<file path="src/rtl/mem_access.sv">
// mem_access: memory-access stage between the execute ALU and writeback.
//
// The ALU result is either passed straight through (non-memory ops) or used
// as the effective address of a single data-bus request. Store data and byte
// strobes are lane-aligned to the 8-byte bus word; load data is shifted down,
// truncated to the access size and sign- or zero-extended. The stage holds
// off upstream (in_ready low) for the whole bus round-trip.
//
// Handshakes: a transfer happens on a rising edge where valid and ready are
// both high. A producer holds valid and its payload stable until that edge;
// the consumer may change ready at any time. dreq_valid is held, with all
// request fields stable, until the cycle in which dresp_data_ok is seen.
//
// Ports:
//   clk, reset            clock, asynchronous active-high reset
//   in_valid/in_ready     instruction handshake from execute
//   alu_result            effective address or non-memory result
//   store_data            rs2 value for stores
//   mem_op                0=none, 1=load, 2=store
//   msize, munsigned      access size (byte..double), zero-extend loads
//   rd                    destination register
//   dreq_*                data-bus request (valid/addr/size/strobe/data)
//   dresp_data_ok/data    bus completion and raw aligned read data
//   out_valid/out_ready   result handshake to writeback
//   out_data/out_rd       result value and destination register
//   out_misalign          misaligned-access exception flag
//
// Build option: define MEM_MISALIGN_TRAP_EN to trap misaligned accesses
// without issuing a bus request. Left undefined, out_misalign is always 0
// and misaligned accesses go to the bus with lanes that fall off the top of
// the 8-byte word dropped.

module mem_access #(
    parameter int ADDR_W = 64
) (
    input  logic              clk,
    input  logic              reset,
    input  logic              in_valid,
    output logic              in_ready,
    input  logic [ADDR_W-1:0] alu_result,
    input  logic [63:0]       store_data,
    input  logic [2:0]        mem_op,
    input  logic [1:0]        msize,
    input  logic              munsigned,
    input  logic [4:0]        rd,
    output logic              dreq_valid,
    output logic [ADDR_W-1:0] dreq_addr,
    output logic [2:0]        dreq_size,
    output logic [7:0]        dreq_strobe,
    output logic [63:0]       dreq_data,
    input  logic              dresp_data_ok,
    input  logic [63:0]       dresp_data,
    output logic              out_valid,
    input  logic              out_ready,
    output logic [63:0]       out_data,
    output logic [4:0]        out_rd,
    output logic              out_misalign
);

    localparam logic [1:0] S_IDLE = 2'd0;
    localparam logic [1:0] S_REQ  = 2'd1;
    localparam logic [1:0] S_DONE = 2'd2;

    logic [1:0]        state_q,        state_d;
    logic [ADDR_W-1:0] addr_q,         addr_d;
    logic [1:0]        size_q,         size_d;
    logic              unsigned_q,     unsigned_d;
    logic              is_store_q,     is_store_d;
    logic [4:0]        rd_q,           rd_d;
    logic [7:0]        strobe_q,       strobe_d;
    logic [63:0]       wdata_q,        wdata_d;
    logic              out_valid_q,    out_valid_d;
    logic [63:0]       out_data_q,     out_data_d;
    logic [4:0]        out_rd_q,       out_rd_d;
    logic              out_misalign_q, out_misalign_d;

    logic [2:0]  in_off;
    logic [7:0]  strobe_base;
    logic        trap;
    logic [63:0] load_raw;
    logic [63:0] load_ext;
    logic        accept;

    assign in_off = alu_result[2:0];
    assign accept = in_valid && in_ready;

    // Strobe pattern at lane 0; shifting an 8-bit value drops lanes that
    // would land past byte 7 on a misaligned access.
    always_comb begin
        strobe_base = 8'h00;
        case (msize)
            2'd0:    strobe_base = 8'h01;
            2'd1:    strobe_base = 8'h03;
            2'd2:    strobe_base = 8'h0F;
            default: strobe_base = 8'hFF;
        endcase
    end

`ifdef MEM_MISALIGN_TRAP_EN
    always_comb begin
        trap = 1'b0;
        case (msize)
            2'd0:    trap = 1'b0;
            2'd1:    trap = in_off[0];
            2'd2:    trap = (in_off[1:0] != 2'd0);
            default: trap = (in_off != 3'd0);
        endcase
    end
`else
    assign trap = 1'b0;
`endif

    // Load path works on the latched address so the response may arrive in
    // any REQ cycle without the upstream inputs being held.
    assign load_raw = dresp_data >> {addr_q[2:0], 3'b000};

    always_comb begin
        load_ext = load_raw;
        case (size_q)
            2'd0: load_ext = unsigned_q ? {56'd0, load_raw[7:0]}
                                        : {{56{load_raw[7]}}, load_raw[7:0]};
            2'd1: load_ext = unsigned_q ? {48'd0, load_raw[15:0]}
                                        : {{48{load_raw[15]}}, load_raw[15:0]};
            2'd2: load_ext = unsigned_q ? {32'd0, load_raw[31:0]}
                                        : {{32{load_raw[31]}}, load_raw[31:0]};
            default: load_ext = load_raw;
        endcase
    end

    assign in_ready = (state_q == S_IDLE) && (!out_valid_q || out_ready);

    always_comb begin
        state_d        = state_q;
        addr_d         = addr_q;
        size_d         = size_q;
        unsigned_d     = unsigned_q;
        is_store_d     = is_store_q;
        rd_d           = rd_q;
        strobe_d       = strobe_q;
        wdata_d        = wdata_q;
        out_valid_d    = out_valid_q;
        out_data_d     = out_data_q;
        out_rd_d       = out_rd_q;
        out_misalign_d = out_misalign_q;

        // Result consumed; a new result below may immediately replace it.
        if (out_valid_q && out_ready) begin
            out_valid_d    = 1'b0;
            out_misalign_d = 1'b0;
        end

        case (state_q)
            S_IDLE: begin
                if (accept) begin
                    if (mem_op == 3'd0) begin
                        out_valid_d    = 1'b1;
                        out_data_d     = 64'(alu_result);
                        out_rd_d       = rd;
                        out_misalign_d = 1'b0;
                    end else if (trap) begin
                        out_valid_d    = 1'b1;
                        out_data_d     = 64'(alu_result);
                        out_rd_d       = 5'd0;
                        out_misalign_d = 1'b1;
                    end else begin
                        addr_d     = alu_result;
                        size_d     = msize;
                        unsigned_d = munsigned;
                        is_store_d = (mem_op == 3'd2);
                        rd_d       = rd;
                        strobe_d   = (mem_op == 3'd2) ? (strobe_base << in_off) : 8'h00;
                        wdata_d    = store_data << {in_off, 3'b000};
                        state_d    = S_REQ;
                    end
                end
            end
            S_REQ: begin
                if (dresp_data_ok) begin
                    out_valid_d    = 1'b1;
                    out_data_d     = is_store_q ? 64'd0 : load_ext;
                    out_rd_d       = is_store_q ? 5'd0 : rd_q;
                    out_misalign_d = 1'b0;
                    state_d        = S_DONE;
                end
            end
            S_DONE: begin
                if (out_ready) begin
                    state_d = S_IDLE;
                end
            end
            default: state_d = S_IDLE;
        endcase
    end

    always_ff @(posedge clk or posedge reset) begin
        if (reset) begin
            state_q        <= S_IDLE;
            addr_q         <= '0;
            size_q         <= 2'd0;
            unsigned_q     <= 1'b0;
            is_store_q     <= 1'b0;
            rd_q           <= 5'd0;
            strobe_q       <= 8'h00;
            wdata_q        <= 64'd0;
            out_valid_q    <= 1'b0;
            out_data_q     <= 64'd0;
            out_rd_q       <= 5'd0;
            out_misalign_q <= 1'b0;
        end else begin
            state_q        <= state_d;
            addr_q         <= addr_d;
            size_q         <= size_d;
            unsigned_q     <= unsigned_d;
            is_store_q     <= is_store_d;
            rd_q           <= rd_d;
            strobe_q       <= strobe_d;
            wdata_q        <= wdata_d;
            out_valid_q    <= out_valid_d;
            out_data_q     <= out_data_d;
            out_rd_q       <= out_rd_d;
            out_misalign_q <= out_misalign_d;
        end
    end

    assign dreq_valid   = (state_q == S_REQ);
    assign dreq_addr    = addr_q;
    assign dreq_size    = {1'b0, size_q};
    assign dreq_strobe  = strobe_q;
    assign dreq_data    = wdata_q;
    assign out_valid    = out_valid_q;
    assign out_data     = out_data_q;
    assign out_rd       = out_rd_q;
    assign out_misalign = out_misalign_q;

endmodule

</file>
<file path="config.mk">
export PLATFORM = sky130hd
export DESIGN_NAME = mem_access
export DESIGN_NICKNAME = d
export VERILOG_FILES = /design/src/rtl/mem_access.sv
export SDC_FILE = /design/constraint.sdc
export NUM_CORES = 1
export LEC_CHECK = 0
export BUFFER_PORTS_ARGS = -buffer_cell sky130_fd_sc_hd__buf_2
export CAP_MARGIN = 15
export CORE_UTILIZATION = 46
export DETAILED_ROUTE_END_ITERATION = 8
export PLACE_DENSITY = 0.83
export RECOVER_POWER = 25
export SLEW_MARGIN = 5
export SYNTH_ARGS = -nofsm -noshare
export SYNTH_HDL_FRONTEND = slang
export SYNTH_SLANG_ARGS = --single-unit
</file>
<file path="constraint.sdc">
create_clock -name clk -period 6.5 [get_ports clk]
set_input_delay 0.65 -clock clk [delete_from_list [all_inputs] [get_ports clk]]
set_output_delay 0.65 -clock clk [all_outputs]
set_load 0.01 [all_outputs]
</file>
# Word-level counts from Yosys, hierarchy flattened
# Cells that the tools add are included.
[op_classes]
eq_ne = 12
shift = 3
mux = 31
bitwise_logic = 1
n_reduce_logical = 13
[ops]
columns = ["op", "count"]
rows = [
  ["64-bit two-way mux", 7],
  ["64-bit one-hot mux with 3 select lines", 1],
  ["64-bit one-hot mux with 2 select lines", 1],
  ["64-bit by 6-bit left shift with 64-bit output", 1],
  ["64-bit by 6-bit right shift with 64-bit output", 1],
  ["8-bit one-hot mux with 3 select lines", 1],
  ["5-bit two-way mux", 4],
  ["5-bit one-hot mux with 2 select lines", 1],
  ["1-bit two-way mux", 8],
  ["2-bit two-way mux", 4],
  ["8-bit two-way mux", 1],
  ["4-bit AND reduction", 2],
  ["8-bit by 3-bit left shift with 8-bit output", 1],
  ["2-bit by 1-bit == test with 1-bit output, second input constant", 3],
  ["2-bit == test, second input constant", 3],
  ["2-bit zero test", 3],
  ["2-bit != test, second input constant", 3],
  ["2-bit one-hot mux with 3 select lines", 1],
  ["2-bit by 1-bit != test with 1-bit output, second input constant", 2],
  ["1-bit one-hot mux with 2 select lines", 2],
  ["3-bit by 2-bit == test with 1-bit output, second input constant", 1],
  ["1-bit logical AND", 3],
  ["3-bit zero test", 1],
  ["3-bit AND reduction", 1],
  ["4 further kinds", 4],
]
[word_totals]
regBits = 218
input_bits = 208
out_inout_bits = 212
elab_cells = 72

# Logic depth before layout (Yosys ltp)
[logic_depth]
ltp_word = 6
depth_mapped = 9
mapped_depth_nobuf = 6

# Worst setup path after synthesis
# No wires, ideal clock.
[synth_path]
kind = "input to register"
startpoint = "in alu_result[0]"
endpoint = "reg wdata_q[34] (netlist: dreq_data[34])"
arrival_time_ns = 2.227
path_slack_ns = 4.140
stages = 5
n_path_buf = 2
cell_sequence = "clkbuf_1 > buf_1 > mux4_2 > a221oi_1 > a21oi_1"
[synth_via]
elab_chain_cells = 1
[synth_lines]
columns = ["element", "line_no", "rtl"]
rows = [
  ["from (decl)", "40", "input logic [ADDR_W-1:0] alu_result,"],
  ["64-bit by 6-bit left shift with 64-bit output", "172", "wdata_d = store_data << {in_off, 3'b000};"],
  ["to (signal assigned)", "217", "wdata_q <= wdata_d;"],
  ["to (decl)", "71", "logic [63:0] wdata_q, wdata_d;"],
]
# No other way between the ends.
# A chain may end at the register's enable or synchronous reset.

==> results.sh <==
export IMPL_relSlewSlack_pct=-102
export IMPL_hpwl_um=33500
export IMPL_io_buffers=418
export IMPL_placed_cell_area_sq_um=14400
export IMPL_drt_pre_antenna_iters=6
export IMPL_min_path_type="primary input to flop"
export IMPL_ys_seq_area_share_pct=44.6
export IMPL_worst_path_max_delay_cell="clkbuf_1"
export IMPL_critical_path_depth=3
export IMPL_regToRegEndpoint="out_data[55]$_DFFE_PP0P_"
export IMPL_drt_iter0_markers=1143
export IMPL_reg2reg_from="dreq_addr[1]$_DFFE_PP0P_"
export IMPL_endpoint_kind="asynchronous set/reset pin"
export IMPL_setup_tns_ps=0
export IMPL_fin_crit_sh_pct=59.7
export IMPL_design_area_sq_um=15200
export IMPL_track_usage_pct=32.8
export IMPL_post_synth_inst_count=1187
export IMPL_maxCapViolations=1
export IMPL_outcome="finished, violations left"
export IMPL_placementRows=59
export IMPL_place_ws_ps=3130
export IMPL_num_nets_final=1748
export IMPL_ys_seq_elements=218
export IMPL_wl_per_cell_um=23.9
export IMPL_tritoncts="yes"
export IMPL_die_h_um=165
export IMPL_drive_above_1_share_pct=35.2
export IMPL_fin_skew_ps=29.3
export IMPL_dieArea_sq_um=27300
export IMPL_failed_checks="capacitance limit, slew limit"
export IMPL_fmax_mhz=258
export IMPL_crit_chain="buf_2 -> clkinvlp_2 -> clkbuf_1"
export IMPL_grt_overflow=0
export IMPL_grt_antenna_before_repair=12
export IMPL_clk_path_buf_depth=3
export IMPL_layout_commonest_cell="buf_2"
export IMPL_async_flop_share_pct=100
export IMPL_hold_viol=0
export IMPL_start_util_pct=47.0
export IMPL_critical_path_top_delay_family="buffers and inverters"
export IMPL_fillers=2269
export IMPL_yosys_most_used_dff="dfrtp_1"
export IMPL_yosys_warnings=0
export IMPL_reg2regPathDepth=7
export IMPL_synth_edff_count=0
export IMPL_startpoint_type="primary input"
export IMPL_grt_pass1_vias=11300
export IMPL_p_per_area_nw_per_um2=479
export IMPL_tightest_slew_ps=3040
export IMPL_netlist_area_sq_um=12200
export IMPL_r2r_slack_ps=3410
export IMPL_clock_latency_ps=530
export IMPL_h_tree_depth=1
export IMPL_antenna_left=0
export IMPL_crit_path_start="reset"
export IMPL_cts_sinks=218
export IMPL_p_total_w=0.00729
export IMPL_area_growth_pct=24.2
export IMPL_p_leak_nw=7.26
export IMPL_ctsHoldBuffers=0
export IMPL_root_buffer="clkbuf_16"
export IMPL_arrival_ps=3830
export IMPL_numCtsBuffers=24
export IMPL_grt_pass1_wl_um=67300
export IMPL_fin_ws_ps=2620
export IMPL_final_cell_mix="buf_2 (340), dfrtp_1 (216), a21oi_1 (132)"
export IMPL_drv_slew=53
export IMPL_syn_nets=1395
export IMPL_syn_area_per_cell_sq_um=10.3
export IMPL_post_cts_buffers=0
export IMPL_worst_path_buf_inv=3
export IMPL_wl_um=45400
export IMPL_cts_resized=0
export IMPL_path_clk_slew_ps=60
export IMPL_die_w_um=165
export IMPL_gp_congestion=0.965
export IMPL_max_vdd_ir_drop_v=0.000345
export IMPL_vias=11700
export IMPL_grt_max_degree=93
export IMPL_critical_path_class="primary input to asynchronous set/reset pin"
export IMPL_setup_viol=0
export IMPL_synth_cell_type_count=54
export IMPL_routed_via_density=6.17
export IMPL_rsz0062_at_grt="false"
export IMPL_slowest_delay_ps=2200
export IMPL_drcViolationCount=0
export IMPL_crit_fanout=52
export IMPL_cp_endpoint="out_rd[4]$_DFFE_PP0P_"
export IMPL_cp_data_required_time_ps=6440
export IMPL_min_path_cells=2
export IMPL_post_route_min_period_ps=3880
export IMPL_num_io_pins=420
export IMPL_design_core_area_sq_um=26100
synthesized netlist by cell type (all sizes together), types with 16 or more instances:
| cell type | count | area share [%] |
|---|---|---|
| o31ai | 16 | 0.98 |
| mux2i | 78 | 6.4 |
| and3 | 36 | 1.8 |
| a21oi | 132 | 5.4 |
| nor2 | 102 | 3.1 |
| dfrtp | 218 | 45 |
| mux2 | 95 | 8.7 |
| nand2 | 89 | 2.7 |
| clkbuf | 72 | 2.2 |
| o21ai | 48 | 2.0 |
| mux4 | 42 | 7.7 |
| buf | 36 | 1.6 |
| o22ai | 37 | 1.9 |
layout make-up:
cell class / instances / area (sq um) / share of cell area, %
clock buffers: 30 / 664 / 4.37
well taps: 335 / 419 / 2.76
repair buffers: 435 / 2140 / 14.1
flip-flops and latches: 218 / 5460 / 35.9
inverters: 14 / 53.8 / 0.354
diodes: 8 / 20.0 / 0.132
clock inverters: 11 / 170 / 1.12
multi-input cells: 847 / 6280 / 41.3
worst min path at each step:
stage | from | end | slack [ps]
final | alu_result[29] | out_data[29]$_DFFE_PP0P_ | 350
after global routing | alu_result[29] | out_data[29]$_DFFE_PP0P_ | 350
after CTS | reset | dreq_addr[1]$_DFFE_PP0P_ | 220
after detailed placement | dreq_data[10]$_DFFE_PP0P_ | dreq_data[10]$_DFFE_PP0P_ | 470
after global placement | dreq_data[44]$_DFFE_PP0P_ | dreq_data[44]$_DFFE_PP0P_ | 460
after floorplan | rd_q[0]$_DFFE_PP0P_ | rd_q[0]$_DFFE_PP0P_ | 480
power by group:
part | switching, W | total [W] | internal, W
Combinational | 0.00204 | 0.00349 | 0.00145
Sequential | 0.000365 | 0.00234 | 0.00197
Clock | 0.000577 | 0.00146 | 0.000883
Total | 0.00299 | 0.00729 | 0.00430
metrics by stage:
stage	util, %	std cells	hold WS (ps)
after floorplan	-	1187	480
after global placement	55.3	1846	456
after detailed placement	55.3	1846	465
after CTS	58.5	1887	221
after global routing	58.4	1898	354
final	58.4	1898	353
state kept, by name, indices dropped and copies added (netlist names):
name	count
out_valid	1
unsigned_q	1
dreq_strobe	8
size_q	2
rd_q	5
out_rd	5
dreq_data	64
dreq_addr	64
out_data	64
out_misalign	1
is_store_q	1
state_q	2
cells by family (layout without fill, tap and decap cells):
group / after synthesis / after routing / synth area share (%)
AND/OR/NAND/NOR: 301 / 301 / 11.6
other: 1 / 9 / 0.0306
buffers and inverters: 122 / 490 / 4.27
AO/OA/AOI/OAI: 330 / 330 / 16.7
flip-flops: 218 / 218 / 44.6
multiplexers: 215 / 215 / 22.8
per-layer routing:
layer	up-vias	wire (um)	GRT usage, %
met5	-	43	0
met2	698	22700	57.1
li1	5131	-	-
met1	5753	15900	37.5
met3	122	4370	7.39
met4	6	2340	16.8
Note: power is estimated with default switching activity, not from simulation.
